==> src/rtl/seven_segment_pkg.sv <==
// seven_segment_pkg: definitions shared by the seven-segment display driver
// and the display read-back decoder. It holds the segment bit positions,
// the active-low hex glyphs and the decoder state encoding.
package seven_segment_pkg;

   // Cathode bit positions. Bit 0 is segment a and bit 7 is the decimal point.
   localparam int SEG_A  = 0;
   localparam int SEG_B  = 1;
   localparam int SEG_C  = 2;
   localparam int SEG_D  = 3;
   localparam int SEG_E  = 4;
   localparam int SEG_F  = 5;
   localparam int SEG_G  = 6;
   localparam int SEG_DP = 7;

   // Active-low hex glyphs: a 0 bit lights the segment.
   localparam logic [6:0] GLYPH_0 = 7'h40;
   localparam logic [6:0] GLYPH_1 = 7'h79;
   localparam logic [6:0] GLYPH_2 = 7'h24;
   localparam logic [6:0] GLYPH_3 = 7'h30;
   localparam logic [6:0] GLYPH_4 = 7'h19;
   localparam logic [6:0] GLYPH_5 = 7'h12;
   localparam logic [6:0] GLYPH_6 = 7'h02;
   localparam logic [6:0] GLYPH_7 = 7'h78;
   localparam logic [6:0] GLYPH_8 = 7'h00;
   localparam logic [6:0] GLYPH_9 = 7'h10;
   localparam logic [6:0] GLYPH_A = 7'h08;
   localparam logic [6:0] GLYPH_B = 7'h03;
   localparam logic [6:0] GLYPH_C = 7'h46;
   localparam logic [6:0] GLYPH_D = 7'h21;
   localparam logic [6:0] GLYPH_E = 7'h06;
   localparam logic [6:0] GLYPH_F = 7'h0E;

   // Receive-side state. CAPTURE lasts one cycle after the inputs settle, and
   // HOLD waits for the next change so a steady pair is captured only once.
   typedef enum logic [1:0] {
      IDLE    = 2'd0,
      SETTLE  = 2'd1,
      CAPTURE = 2'd2,
      HOLD    = 2'd3
   } state_t;

   // Nibble to active-low glyph. The display driver uses this for encoding.
   function automatic logic [6:0] glyph_of(input logic [3:0] nibble);
      logic [6:0] g;
      case (nibble)
         4'h0:    g = GLYPH_0;
         4'h1:    g = GLYPH_1;
         4'h2:    g = GLYPH_2;
         4'h3:    g = GLYPH_3;
         4'h4:    g = GLYPH_4;
         4'h5:    g = GLYPH_5;
         4'h6:    g = GLYPH_6;
         4'h7:    g = GLYPH_7;
         4'h8:    g = GLYPH_8;
         4'h9:    g = GLYPH_9;
         4'hA:    g = GLYPH_A;
         4'hB:    g = GLYPH_B;
         4'hC:    g = GLYPH_C;
         4'hD:    g = GLYPH_D;
         4'hE:    g = GLYPH_E;
         default: g = GLYPH_F;
      endcase
      return g;
   endfunction

endpackage

==> src/rtl/seg_glyph_decode.sv <==
// seg_glyph_decode: combinational reverse lookup from an active-low 7-segment
// pattern to a hex nibble. If the pattern is not one of the 16 hex glyphs,
// including the blank pattern, valid is 0 and the nibble is 0.
module seg_glyph_decode
   import seven_segment_pkg::*;
(
   input  logic [6:0] segments,
   output logic [3:0] nibble,
   output logic       valid
);

   // Exact match against the glyph table. Patterns outside it fall to the default.
   always_comb begin
      nibble = 4'h0;
      valid  = 1'b1;
      case (segments)
         GLYPH_0: nibble = 4'h0;
         GLYPH_1: nibble = 4'h1;
         GLYPH_2: nibble = 4'h2;
         GLYPH_3: nibble = 4'h3;
         GLYPH_4: nibble = 4'h4;
         GLYPH_5: nibble = 4'h5;
         GLYPH_6: nibble = 4'h6;
         GLYPH_7: nibble = 4'h7;
         GLYPH_8: nibble = 4'h8;
         GLYPH_9: nibble = 4'h9;
         GLYPH_A: nibble = 4'hA;
         GLYPH_B: nibble = 4'hB;
         GLYPH_C: nibble = 4'hC;
         GLYPH_D: nibble = 4'hD;
         GLYPH_E: nibble = 4'hE;
         GLYPH_F: nibble = 4'hF;
         default: begin
            nibble = 4'h0;
            valid  = 1'b0;
         end
      endcase
   end

endmodule

==> src/rtl/seven_segment_decoder.sv <==
// seven_segment_decoder: watches the multiplexed anode/cathode drive of a
// seven-segment display and rebuilds the displayed hex digits and decimal
// points. It publishes each full frame in one update with a one-cycle strobe.
// Optional feature: define SEG_DEC_TIMEOUT_EN to add a refresh watchdog that
// drives 'stale'. Without the macro, 'stale' is tied low.
module seven_segment_decoder
   import seven_segment_pkg::*;
#(
   parameter int NUM_SEGMENTS  = 8,
   parameter int CLK_PER       = 10,
   parameter int REFR_RATE     = 1000,
   parameter int SETTLE_CYCLES = 4
) (
   input  logic                      clk,
   input  logic                      reset,
   input  logic [NUM_SEGMENTS-1:0]   anode,
   input  logic [7:0]                cathode,
   output logic [NUM_SEGMENTS*4-1:0] encoded,
   output logic [NUM_SEGMENTS-1:0]   digit_point,
   output logic                      frame_valid,
   output logic                      glyph_error,
   output logic                      anode_error,
   output logic                      stale
);

   localparam int         IDX_W       = (NUM_SEGMENTS > 1) ? $clog2(NUM_SEGMENTS) : 1;
   localparam logic [7:0] SETTLE_MAX  = 8'(SETTLE_CYCLES);
   localparam logic [7:0] SETTLE_LAST = 8'(SETTLE_CYCLES - 1);

   logic [NUM_SEGMENTS-1:0]   anode_q;
   logic [NUM_SEGMENTS-1:0]   anode_p;
   logic [7:0]                cathode_q;
   logic [7:0]                cathode_p;
   logic                      changed;
   logic [7:0]                stable_cnt;
   logic [7:0]                stable_next;
   logic                      capture_now;
   logic                      blank;
   logic                      single;
   logic                      accept;
   logic [IDX_W-1:0]          digit_idx;
   logic [3:0]                nibble;
   logic                      glyph_ok;
   logic                      timeout_hit;
   state_t                    state;
   logic [NUM_SEGMENTS*4-1:0] shadow;
   logic [NUM_SEGMENTS*4-1:0] shadow_next;
   logic [NUM_SEGMENTS-1:0]   shadow_dp;
   logic [NUM_SEGMENTS-1:0]   shadow_dp_next;
   logic [NUM_SEGMENTS-1:0]   mask;
   logic [NUM_SEGMENTS-1:0]   mask_next;

   // Register the pins once, plus one older copy so that input changes can be seen.
   // The reset value is the blank display, so an idle bus gives no change event.
   always_ff @(posedge clk) begin
      if (reset) begin
         anode_q   <= '1;
         anode_p   <= '1;
         cathode_q <= '1;
         cathode_p <= '1;
      end else begin
         anode_q   <= anode;
         anode_p   <= anode_q;
         cathode_q <= cathode;
         cathode_p <= cathode_q;
      end
   end

   assign changed = (anode_q != anode_p) || (cathode_q != cathode_p);

   // Next stability count: restart on any change, otherwise count up to the settle limit.
   always_comb begin
      stable_next = stable_cnt;
      if (changed) begin
         stable_next = 8'd0;
      end else if (stable_cnt != SETTLE_MAX) begin
         stable_next = stable_cnt + 8'd1;
      end
   end

   // Stability counter register.
   always_ff @(posedge clk) begin
      if (reset) begin
         stable_cnt <= 8'd0;
      end else begin
         stable_cnt <= stable_next;
      end
   end

   // Capture fires on the edge where the pair completes its settle window.
   // The 'changed' term lets SETTLE_CYCLES = 1 capture directly from IDLE/HOLD.
   assign capture_now = (stable_next == SETTLE_LAST) && ((state == SETTLE) || changed);

   assign blank  = &anode_q;
   assign single = $onehot(~anode_q);
   assign accept = capture_now && single;

   // Position of the low anode bit. The result is used only when exactly one bit is low.
   always_comb begin
      digit_idx = '0;
      for (int i = 0; i < NUM_SEGMENTS; i++) begin
         if (!anode_q[i]) begin
            digit_idx = IDX_W'(i);
         end
      end
   end

   seg_glyph_decode u_glyph (
      .segments (cathode_q[SEG_G:SEG_A]),
      .nibble   (nibble),
      .valid    (glyph_ok)
   );

   // Shadow frame and mask after this cycle's capture. The last digit of a
   // frame is merged here so that the published frame already contains it.
   always_comb begin
      shadow_next    = shadow;
      shadow_dp_next = shadow_dp;
      mask_next      = mask;
      if (accept) begin
         shadow_next[digit_idx*4 +: 4] = nibble;
         shadow_dp_next[digit_idx]     = cathode_q[SEG_DP];
         mask_next[digit_idx]          = 1'b1;
      end
   end

`ifdef SEG_DEC_TIMEOUT_EN
   localparam longint TIMEOUT = 2000000000 / (longint'(CLK_PER) * longint'(REFR_RATE));
   localparam int     WD_W    = $clog2(TIMEOUT + 1);

   logic [WD_W-1:0] wd_cnt;
   logic            stale_r;

   assign timeout_hit = !accept && (wd_cnt == WD_W'(TIMEOUT - 1));

   // Refresh watchdog: each accepted digit restarts it. When no digit arrives
   // for TIMEOUT cycles, stale is set and stays set until the next accepted digit.
   always_ff @(posedge clk) begin
      if (reset) begin
         wd_cnt  <= '0;
         stale_r <= 1'b0;
      end else if (accept) begin
         wd_cnt  <= '0;
         stale_r <= 1'b0;
      end else begin
         if (wd_cnt != WD_W'(TIMEOUT)) begin
            wd_cnt <= wd_cnt + 1'b1;
         end
         if (timeout_hit) begin
            stale_r <= 1'b1;
         end
      end
   end

   assign stale = stale_r;
`else
   assign timeout_hit = 1'b0;
   assign stale       = 1'b0;
`endif

   // Main FSM with registered frame outputs and one-cycle error/frame strobes.
   always_ff @(posedge clk) begin
      if (reset) begin
         state       <= IDLE;
         shadow      <= '0;
         shadow_dp   <= '1;
         mask        <= '0;
         encoded     <= '0;
         digit_point <= '1;
         frame_valid <= 1'b0;
         glyph_error <= 1'b0;
         anode_error <= 1'b0;
      end else begin
         frame_valid <= 1'b0;
         glyph_error <= 1'b0;
         anode_error <= 1'b0;

         if (capture_now) begin
            state <= CAPTURE;
         end else begin
            case (state)
               IDLE:    if (changed) state <= SETTLE;
               SETTLE:  state <= SETTLE;
               CAPTURE: state <= changed ? SETTLE : HOLD;
               HOLD:    if (changed) state <= SETTLE;
               default: state <= IDLE;
            endcase
         end

         if (accept) begin
            shadow      <= shadow_next;
            shadow_dp   <= shadow_dp_next;
            glyph_error <= !glyph_ok;
            if (&mask_next) begin
               encoded     <= shadow_next;
               digit_point <= shadow_dp_next;
               frame_valid <= 1'b1;
               mask        <= '0;
            end else begin
               mask <= mask_next;
            end
         end else if (capture_now && !blank) begin
            anode_error <= 1'b1;
         end else if (timeout_hit) begin
            mask <= '0;
         end
      end
   end

endmodule

==> config.mk <==
export PLATFORM = sky130hd
export DESIGN_NAME = seven_segment_decoder
export DESIGN_NICKNAME = d
export VERILOG_FILES = /design/src/rtl/seven_segment_pkg.sv /design/src/rtl/seg_glyph_decode.sv /design/src/rtl/seven_segment_decoder.sv
export SDC_FILE = /design/constraint.sdc
export NUM_CORES = 1
export LEC_CHECK = 0
export ABC_AREA = 1
export CAP_MARGIN = 10
export CORE_MARGIN = 2
export CORE_UTILIZATION = 40
export CTS_BUF_LIST = sky130_fd_sc_hd__clkbuf_8
export DETAILED_ROUTE_END_ITERATION = 10
export GPL_ROUTABILITY_DRIVEN = 1
export PLACE_DENSITY = 0.56
export SETUP_SLACK_MARGIN = 0.1
export SYNTH_ARGS = -nofsm -noshare
export SYNTH_HDL_FRONTEND = slang
export SYNTH_SLANG_ARGS = --single-unit
==> constraint.sdc <==
create_clock -name clk -period 5 [get_ports clk]
set_input_delay 0.75 -clock clk [delete_from_list [all_inputs] [get_ports clk]]
set_output_delay 0.75 -clock clk [all_outputs]
set_load 0.01 [all_outputs]
==> results_dict.tcl <==
set metrics [dict create \
    status "finished clean" \
    cts_root_buf "clkbuf_8" \
    place_ws_ps 610 \
    skew_ps 15.6 \
    critPathRequiredTime_ps 5350 \
    postSynthCellCount 901 \
    initial_core_util_pct 40.8 \
    ys_seq_elements 133 \
    viasPerCell 4.84 \
    io-pin-count 62 \
    dieArea_um2 17200 \
    cts_tree "built" \
    synth-seq-area-share_pct 41.3 \
    grt_overflow 0 \
    endpoint_kind "flop" \
    cts_made_buffers 17 \
    power_density_nw_per_um2 285 \
    synth.top_cells.by_area "dfxtp_1 (41%), nand2_1 (14%), inv_1 (6.5%)" \
    syn_to_final_growth_pct 17.7 \
    layout_commonest_cell "nand2_1" \
    critical_path_class "flop to flop" \
    drc 0 \
    synth_area_per_cell_um2 7.16 \
    drive_above_1_share_pct 10.0 \
    rows 46 \
    whs_ps 461 \
    io_buffers 60 \
    drv_cap 0 \
    relSlewSlack_pct 42.1 \
    initialDrtViolationCount 437 \
    antenna_found_initial 0 \
    cts_setup_buffers 0 \
    register_area_um2 2660 \
    die_h_um 131 \
    leakagePower_uw 0.00354 \
    finalHoldViolCount 0 \
    fp.coreArea_um2 15800 \
    peakVddDrop_mv 0.150 \
    rsz0062_at_grt "no" \
    worst_pin_slew_ps 868 \
    clkTransAtPathRegs_ps 80 \
    final_cell_mix "nand2_1 (236), dfxtp_1 (133), inv_1 (115)" \
    fp.dieW_um 131 \
    syn_nets 933 \
    hold_buffers 0 \
    grt_use_total_pct 19.8 \
    async_flop_share_pct 0 \
    max_freq_ghz 0.229 \
    worst_slack_ps 642 \
    synth_top_cell_area_share_pct 41.3 \
    fin_tns_setup_ps 0 \
    grt_pass1_vias 5299 \
    dr.pass1.iters 5 \
    synth-edff-count 0 \
    vias 5727 \
    finalNetCount 987 \
    worst_hold_path_type "flop to flop" \
    yosys_warnings 0 \
    routedWlPerCell_um 13.4 \
    n_antenna_cell 0 \
    grt_pass1_wl_um 26300 \
    finalSetupViolations 0 \
    ys.flop_type "dfxtp_1" \
    worst_setup_path_start_kind "flop" \
    ant_nets 0 \
    critPathArrivalTime_ps 4710 \
    cp_max_fo 34 \
    netlist.top_cell.by_area "dfxtp_1" \
    globalplace.congestion 0.835 \
    power_uw 2170 \
    period_share_pct 87.2 \
    period_needed_ps 4360 \
    routed_wl_um 15800 \
    post_cts_resized 0 \
    grt_max_degree 78 \
    drv_slew 0 \
    n_fill_cell 1611 \
    clock_sinks 133 \
    multi_input_area_um2 3120 \
    synth_cell_type_count 44 \
    clock_latency_ps 460 \
    h-tree-depth 4 \
    syn_area_um2 6450 \
    dpl.hpwl_um 11100 \
    clockBufferDepth 2 \
]
==> Yosys cell counts (2+ instances only) <==
cell type	n
nor2_4	6
ha_1	10
buf_2	10
nor2_1	74
nor2_2	8
nand3_1	74
and3_1	2
xor2_1	3
a211oi_1	2
inv_1	111
o22ai_1	10
nor3_1	15
dfxtp_1	133
or2_2	16
nand2_2	3
nand4_1	59
o31ai_1	2
o211ai_1	2
o21a_1	15
buf_4	7
o22a_1	4
nand2_1	236
o21ai_0	31
buf_6	3
fa_1	4
nand3b_1	2
buf_1	5
inv_2	18
clkbuf_1	9
a21oi_1	12
nand3_4	2
==> layout make-up <==
class | instances | area share, %
Multi-Input combinational cell | 605 | 41.1
Sequential cell | 133 | 35.1
Timing Repair Buffer | 69 | 8.80
Inverter | 129 | 6.38
Clock buffer | 20 | 3.63
Tap cell | 216 | 3.56
Clock inverter | 12 | 1.50
==> stage by stage <==
stage               utilization, %  cells  area (um^2)
floorplan                        -    901         6450
global placement              45.5   1152         7200
detailed placement            45.5   1152         7200
CTS                           48.0   1184         7590
global route                  48.0   1184         7590
finish                        48.0   1184         7590
==> state kept, by name (all words and copies together), names as in the netlist <==
name         cells
mask             8
digit_point      8
stable_cnt       8
frame_valid      1
shadow_dp        8
anode_q          8
glyph_error      1
shadow          32
cathode_p        8
encoded         32
state            2
anode_p          8
cathode_q        8
anode_error      1
==> cells by family (layout without fill, tap and decap cells) <==
kind of cell               Yosys count  count (layout)  share of synthesized area [%]
DFF                                133             133                           41.3
AOI/OAI and AO/OA                   84              84                           7.99
xor gates and xnor gates             5               5                          0.795
and+or+nand+nor                    501             501                           36.3
adders and majority gates           14              14                           3.18
buffers and inverters              163             230                           10.4
other                                1               1                         0.0581
==> where the power goes <==
group          switching, uW  internal, uW  leakage [uW]
Sequential              12.5          1070       0.00108
Clock                    422           473      0.000210
Combinational            126          61.2       0.00225
Total                    560          1610       0.00354
==> worst max-delay path, stage by stage (launching register included) <==
cell      delay, ps
dfxtp_1         350
fa_1            530
inv_1            50
fa_1            450
fa_1            500
ha_1            160
inv_1            50
fa_1            480
nand2_1          50
a211oi_1        190
buf_4           230
nand4_1         130
nand2_1         150
nand2_1          80
nor2_2          130
nand3_4         340
nand2_2         300
nor2_1           70
==> worst paths after layout <==
check | startpoint | end | slack (ps) | cells past startpoint
worst max-delay path | anode_q[0] | mask[3] | 640 | 17
worst min-delay path | digit_point[7] | digit_point[7] | 460 | 2
worst max register to register | anode_q[0] | mask[3] | 640 | 17
worst min register to register | digit_point[7] | digit_point[7] | 460 | 2
==> layer usage <==
layer	share of wire [%]	GRT usage, %	vias to the layer above
met2	45	29.9	94
li1	-	-	3025
met5	0	0	-
met4	1.5	6.57	0
met1	50	27.6	2589
met3	3.7	4.97	19
(Power assumes the default switching activity.)
